`src/rtl/spi_master_cfg.sv`:
```
// spi_master_cfg: full-duplex SPI master with a configurable word width,
// SCLK divider, CPOL/CPHA mode, chip-select count and bit order.
// Everything runs on clk; SCLK is a register toggled on divider ticks.
// A transfer is IDLE -> LEAD (CS setup) -> XFER (2*DATA_W SCLK edges)
// -> TRAIL (CS hold) -> IDLE, and the received word is published with
// a one-cycle rx_valid pulse on the way back to IDLE.

module spi_master_cfg #(
    parameter int DATA_W    = 12,
    parameter int CLK_DIV   = 50,
    parameter int NUM_CS    = 1,
    parameter int LSB_FIRST = 1
) (
    input  logic                    clk,
    input  logic                    rst_n,
    input  logic                    tx_valid,
    output logic                    tx_ready,
    input  logic [DATA_W-1:0]       din,
    input  logic [$clog2(NUM_CS):0] cs_sel,
    input  logic [1:0]              mode,
    output logic                    busy,
    output logic [DATA_W-1:0]       rx_data,
    output logic                    rx_valid,
    output logic                    sclk,
    output logic [NUM_CS-1:0]       cs_n,
    output logic                    mosi,
    input  logic                    miso
);

    // Widths of the chip-select index, half-period counter and edge counter.
    localparam int CS_W   = $clog2(NUM_CS) + 1;
    localparam int CNT_W  = (CLK_DIV > 1) ? $clog2(CLK_DIV) : 1;
    localparam int EDGE_W = $clog2(2 * DATA_W + 1);

    localparam logic [CNT_W-1:0]  CNT_LAST  = CNT_W'(CLK_DIV - 1);
    localparam logic [EDGE_W-1:0] EDGE_LAST = EDGE_W'(2 * DATA_W);

    // Transfer phases.
    localparam logic [1:0] S_IDLE  = 2'd0;
    localparam logic [1:0] S_LEAD  = 2'd1;
    localparam logic [1:0] S_XFER  = 2'd2;
    localparam logic [1:0] S_TRAIL = 2'd3;

    logic [1:0]        r_state;
    logic [CNT_W-1:0]  r_cnt;
    logic [EDGE_W-1:0] r_edge;
    logic              r_sclk;
    logic              r_mosi;
    logic              r_cpol;
    logic              r_cpha;
    logic [DATA_W-1:0] r_tx_shift;
    logic [DATA_W-1:0] r_rx_shift;
    logic [DATA_W-1:0] r_rx_data;
    logic              r_rx_valid;
    logic [NUM_CS-1:0] r_cs_n;

    logic              w_idle;
    logic              w_accept;
    logic              w_tick;
    logic              w_xfer_tick;
    logic              w_trail_done;
    logic [EDGE_W-1:0] w_edge_num;
    logic              w_leading;
    logic              w_last_edge;
    logic              w_din_head;
    logic [DATA_W-1:0] w_din_next;
    logic              w_tx_head;
    logic [DATA_W-1:0] w_tx_next;
    logic [DATA_W-1:0] w_rx_next;
    logic [NUM_CS-1:0] w_cs_dec;

    assign w_idle       = (r_state == S_IDLE);
    assign w_accept     = w_idle && tx_valid;
    // The divider only runs outside IDLE, so a tick never fires while idle.
    assign w_tick       = !w_idle && (r_cnt == CNT_LAST);
    assign w_xfer_tick  = (r_state == S_XFER) && w_tick;
    assign w_trail_done = (r_state == S_TRAIL) && w_tick;

    // Edge about to be produced on this tick, numbered from 1; odd = leading.
    assign w_edge_num  = r_edge + EDGE_W'(1);
    assign w_leading   = w_edge_num[0];
    assign w_last_edge = (w_edge_num == EDGE_LAST);

    // Bit-order dependent views of the shift registers. The TX shifter
    // always presents the next bit to send at its head; the RX shifter
    // fills so that the first sampled bit ends up at the first-sent position.
    generate
        if (LSB_FIRST != 0) begin : g_lsb_first
            assign w_din_head = din[0];
            assign w_din_next = {1'b0, din[DATA_W-1:1]};
            assign w_tx_head  = r_tx_shift[0];
            assign w_tx_next  = {1'b0, r_tx_shift[DATA_W-1:1]};
            assign w_rx_next  = {miso, r_rx_shift[DATA_W-1:1]};
        end else begin : g_msb_first
            assign w_din_head = din[DATA_W-1];
            assign w_din_next = {din[DATA_W-2:0], 1'b0};
            assign w_tx_head  = r_tx_shift[DATA_W-1];
            assign w_tx_next  = {r_tx_shift[DATA_W-2:0], 1'b0};
            assign w_rx_next  = {r_rx_shift[DATA_W-2:0], miso};
        end
    endgenerate

    // One decoder bit per chip select; an out-of-range cs_sel matches none,
    // so the transfer still runs with every chip select left high.
    genvar gi;
    generate
        for (gi = 0; gi < NUM_CS; gi++) begin : g_cs_dec
            assign w_cs_dec[gi] = (cs_sel == CS_W'(gi));
        end
    endgenerate

    // Half-period counter: held at 0 in IDLE, restarted on accept, wraps on tick.
    always_ff @(posedge clk) begin
        if (!rst_n) begin
            r_cnt <= '0;
        end else if (w_idle || w_tick) begin
            r_cnt <= '0;
        end else begin
            r_cnt <= r_cnt + CNT_W'(1);
        end
    end

    // Phase sequencing and SCLK edge count.
    always_ff @(posedge clk) begin
        if (!rst_n) begin
            r_state <= S_IDLE;
            r_edge  <= '0;
        end else begin
            case (r_state)
                S_IDLE: begin
                    if (tx_valid) begin
                        r_state <= S_LEAD;
                        r_edge  <= '0;
                    end
                end
                S_LEAD: begin
                    if (w_tick) begin
                        r_state <= S_XFER;
                    end
                end
                S_XFER: begin
                    if (w_tick) begin
                        r_edge <= w_edge_num;
                        if (w_last_edge) begin
                            r_state <= S_TRAIL;
                        end
                    end
                end
                S_TRAIL: begin
                    if (w_tick) begin
                        r_state <= S_IDLE;
                    end
                end
                default: begin
                    r_state <= S_IDLE;
                end
            endcase
        end
    end

    // SCLK generation, MOSI drive and MISO capture on leading/trailing edges.
    always_ff @(posedge clk) begin
        if (!rst_n) begin
            r_sclk     <= 1'b0;
            r_mosi     <= 1'b0;
            r_cpol     <= 1'b0;
            r_cpha     <= 1'b0;
            r_tx_shift <= '0;
            r_rx_shift <= '0;
        end else if (w_accept) begin
            r_cpol     <= mode[1];
            r_cpha     <= mode[0];
            r_sclk     <= mode[1];
            r_rx_shift <= '0;
            if (!mode[0]) begin
                // CPHA=0: first bit must be on the wire before the first edge.
                r_mosi     <= w_din_head;
                r_tx_shift <= w_din_next;
            end else begin
                r_mosi     <= 1'b0;
                r_tx_shift <= din;
            end
        end else if (w_xfer_tick) begin
            if (w_leading) begin
                r_sclk <= ~r_cpol;
                if (r_cpha) begin
                    r_mosi     <= w_tx_head;
                    r_tx_shift <= w_tx_next;
                end else begin
                    r_rx_shift <= w_rx_next;
                end
            end else begin
                r_sclk <= r_cpol;
                if (r_cpha) begin
                    r_rx_shift <= w_rx_next;
                end else if (!w_last_edge) begin
                    // The final trailing edge has no following bit to present.
                    r_mosi     <= w_tx_head;
                    r_tx_shift <= w_tx_next;
                end
            end
        end else if (w_trail_done) begin
            r_mosi <= 1'b0;
        end
    end

    // Chip selects: asserted on accept, released when the hold time ends.
    generate
        for (gi = 0; gi < NUM_CS; gi++) begin : g_cs_reg
            // Per-line chip-select register.
            always_ff @(posedge clk) begin
                if (!rst_n) begin
                    r_cs_n[gi] <= 1'b1;
                end else if (w_accept) begin
                    r_cs_n[gi] <= ~w_cs_dec[gi];
                end else if (w_trail_done) begin
                    r_cs_n[gi] <= 1'b1;
                end
            end
        end
    endgenerate

    // Publish the received word with a single-cycle valid on return to IDLE.
    always_ff @(posedge clk) begin
        if (!rst_n) begin
            r_rx_data  <= '0;
            r_rx_valid <= 1'b0;
        end else begin
            r_rx_valid <= w_trail_done;
            if (w_trail_done) begin
                r_rx_data <= r_rx_shift;
            end
        end
    end

    assign tx_ready = w_idle;
    assign busy     = !w_idle;
    assign rx_data  = r_rx_data;
    assign rx_valid = r_rx_valid;
    assign sclk     = r_sclk;
    assign cs_n     = r_cs_n;
    assign mosi     = r_mosi;

endmodule
```
`config.mk`:
```
export PLATFORM = sky130hd
export DESIGN_NAME = spi_master_cfg
export DESIGN_NICKNAME = d
export VERILOG_FILES = /design/src/rtl/spi_master_cfg.sv
export SDC_FILE = /design/constraint.sdc
export NUM_CORES = 1
export LEC_CHECK = 0
export BUFFER_PORTS_ARGS = -buffer_cell sky130_fd_sc_hd__buf_2
export CAP_MARGIN = 20
export CORE_MARGIN = 1.5
export CORE_UTILIZATION = 57
export DETAILED_ROUTE_END_ITERATION = 16
export GPL_ROUTABILITY_DRIVEN = 0
export PLACE_DENSITY = 0.86
export SETUP_SLACK_MARGIN = 0.3
export SKIP_LAST_GASP = 1
export SLEW_MARGIN = 5
export SYNTH_ARGS = -nofsm -noshare
export SYNTH_HDL_FRONTEND = slang
export SYNTH_SLANG_ARGS = --single-unit
```
`constraint.sdc`:
```
create_clock -name clk -period 2.13 [get_ports clk]
set_input_delay 0 -clock clk [delete_from_list [all_inputs] [get_ports clk]]
set_output_delay 0 -clock clk [all_outputs]
set_load 0.02 [all_outputs]
```
==> results.toml <==
[outcome]
status = "completed"

[die]
coreArea_um2 = 4410
pin_count = 37
dieHeight_um = 71.1
start_util = 0.599
die_x_um = 71.1
die_area_um2 = 5060
rows = 24

[clocking]
clkLatencyLatePin_ns = 0.32
cts_tree = "built"
clk_pin_slew_ns = 0.10
numCtsBuffers = 5
clock-sinks = 55
cts_max_level = 2
clockBufferDepth = 2
cts_root_buf = "clkbuf_8"

[critical_path]
endpoint_kind = "register"
critPathLaunch = "r_state[0]"
arrival_ns = 2.14
critPathMaxFanout = 6
critical_path_class = "register to register"
cp-start-kind = "register"
worstReg2RegStart = "r_state[0]"
cp_data_required_time_ns = 2.37

[detailed_routing]
first_pass_iters = 4
antenna_left = 0
wirelength_um = 5650
vias_per_cell = 5.73
drc = 0
drt_iter0_drc = 152
wl_per_cell_um = 14.3
via_count = 2263

[timing]
fin_hold_ws_ns = 0.0692
finalCritPeriodShare = 0.890
fin_crit_ns = 1.90
fin_skew_ns = 0.0164
setup_tns_ns = 0
hold_viol = 0
setup_violations = 0
rsz0062_at_grt = "yes"
fmax_mhz = 527
tightest_slew_ns = 0.489
slew_violations = 0
relSlewSlack = 0.671

[cells_and_area]
multi_input_area_um2 = 1460
final_common_cell = "dfxtp_1"
final_cells = 395
layout_common_cells = "dfxtp_1, nand2_1, buf_2"
fin_nets = 369
fin_util = 0.724
register_area_um2 = 1110
drive_above_1_share = 0.248
diodes = 0
nFillCells = 295
syn2layout_area_growth_pct = 20.9

[global_routing]
gr-total-overflow = 0
antenna_found_initial = 0
grt_first_pass_wirelength_um = 8840
grt_pass1_vias = 2026
grt_max_degree = 37
grt_util_all_layers = 0.219

[min_path]
hp-start = "rst_n"
hold_path.class = "input pin to register"

[power]
p_leak_nw = 1.40
peakVddDrop_mv = 0.523
pwr_density_cell_nw_per_um2 = 819

[synthesis]
ys_ff_latch = 55
synth_cells = 295
synth_area_leaders = "dfxtp_1, mux2i_1, nand2_1, a21boi_0, ha_1"
yosysTopAreaCell = "dfxtp_1"
ys_seq_area_frac = 0.416
synth-edff-count = 0
syn_nets = 322
synth_ff_type = "dfxtp_1"
synth_top_cell_area_share = 0.416
syn_area_per_cell_um2 = 8.96
netlist_area_um2 = 2640
async_flop_share = 0
ys_types = 47
synth_warnings = 0

[place]
placedCellCount = 371
numPortBuffers = 36
hpwlAfterDp_um = 3450

[job]
max_cap_viol_count = 0
routing by layer:
metal | vias up | routed length, um | global-route usage
met3 | 13 | 303 | 0.0499
met5 | - | 0 | 0
li1 | 1138 | - | -
met4 | 0 | 116 | 0.0901
met1 | 1046 | 2510 | 0.279
met2 | 66 | 2730 | 0.358
layout make-up:
class                           count  area share
Clock buffer                        5      0.0215
Clock inverter                      3      0.0157
Inverter                            6     0.00861
Multi-Input combinational cell    213       0.456
Sequential cell                    55       0.347
Tap cell                           52      0.0204
Timing Repair Buffer               61       0.131
what timing repair did:
item / in CTS / in global routing
gates cloned: 2 / 1
hold buffers: 4 / 0
endpoints found under the hold margin: 5 / 0
endpoints found under the setup margin: 38 / 37
gates resized for setup: 14 / 24
setup buffers: 1 / 8
pin swaps: 2 / 5
Yosys cell counts, types with 3 or more instances:
library cell	n
nand3_1	14
mux2i_1	25
nor2_1	22
nand2_1	49
a21boi_0	15
xnor2_1	4
ha_1	8
inv_1	6
dfxtp_1	55
o21ai_0	18
o2111ai_1	11
clkbuf_1	9
a21oi_1	7
buf_6	4
buf_2	6
and3_1	3
nor3b_1	3
report_power, final:
part           leakage, nW  switching (mW)  internal (mW)
Combinational        0.895           0.389          0.298
Clock               0.0607           0.364          0.363
Sequential           0.447          0.0718           1.13
Total                 1.40           0.825           1.79
per-stage QoR:
step           cell area, um2  total power, mW  worst slack, ns
2_1_floorplan            2650             1.62            0.317
3_3_place_gp             2840             1.73            0.262
3_5_place_dp             2840             1.75            0.120
4_1_cts                  3060             2.53            0.305
5_1_grt                  3200             2.75            0.179
6_report                 3200             2.62            0.233
sequential cells by signal (all words and copies together), names as in the netlist:
register    cells
cs_n            1
r_rx_shift     12
r_cpol          1
mosi            1
r_state         2
r_tx_shift     12
rx_valid        1
r_edge          5
sclk            1
rx_data        12
r_cnt           6
r_cpha          1
critical path, stage by stage (launching register included):
cell and delay (ns):
dfxtp_4 0.40, inv_6 0.05, ha_4 0.16, and4bb_2 0.35
nand2_4 0.08, o31ai_4 0.33, buf_6 0.18, o2111ai_1 0.14
o21ai_1 0.14
worst paths after layout:
check	slack (ns)	cells after the start	to
worst max register to register	0.23	8	r_tx_shift[8]
worst min-delay path	0.07	3	r_state[1]
worst max-delay path	0.23	8	r_tx_shift[8]
worst min register to register	0.46	2	r_tx_shift[9]
kinds of logic after synthesis:
| logic type | synth area share |
|---|---|
| AO/OA/AOI/OAI | 0.187 |
| adder cells (fa/ha/maj) | 0.0379 |
| AND/OR/NAND/NOR | 0.186 |
| multiplexers | 0.0989 |
| buffers and inverters | 0.0544 |
| flip-flops | 0.416 |
| XOR/XNOR | 0.0199 |
Power figures use the tool's default switching activity.
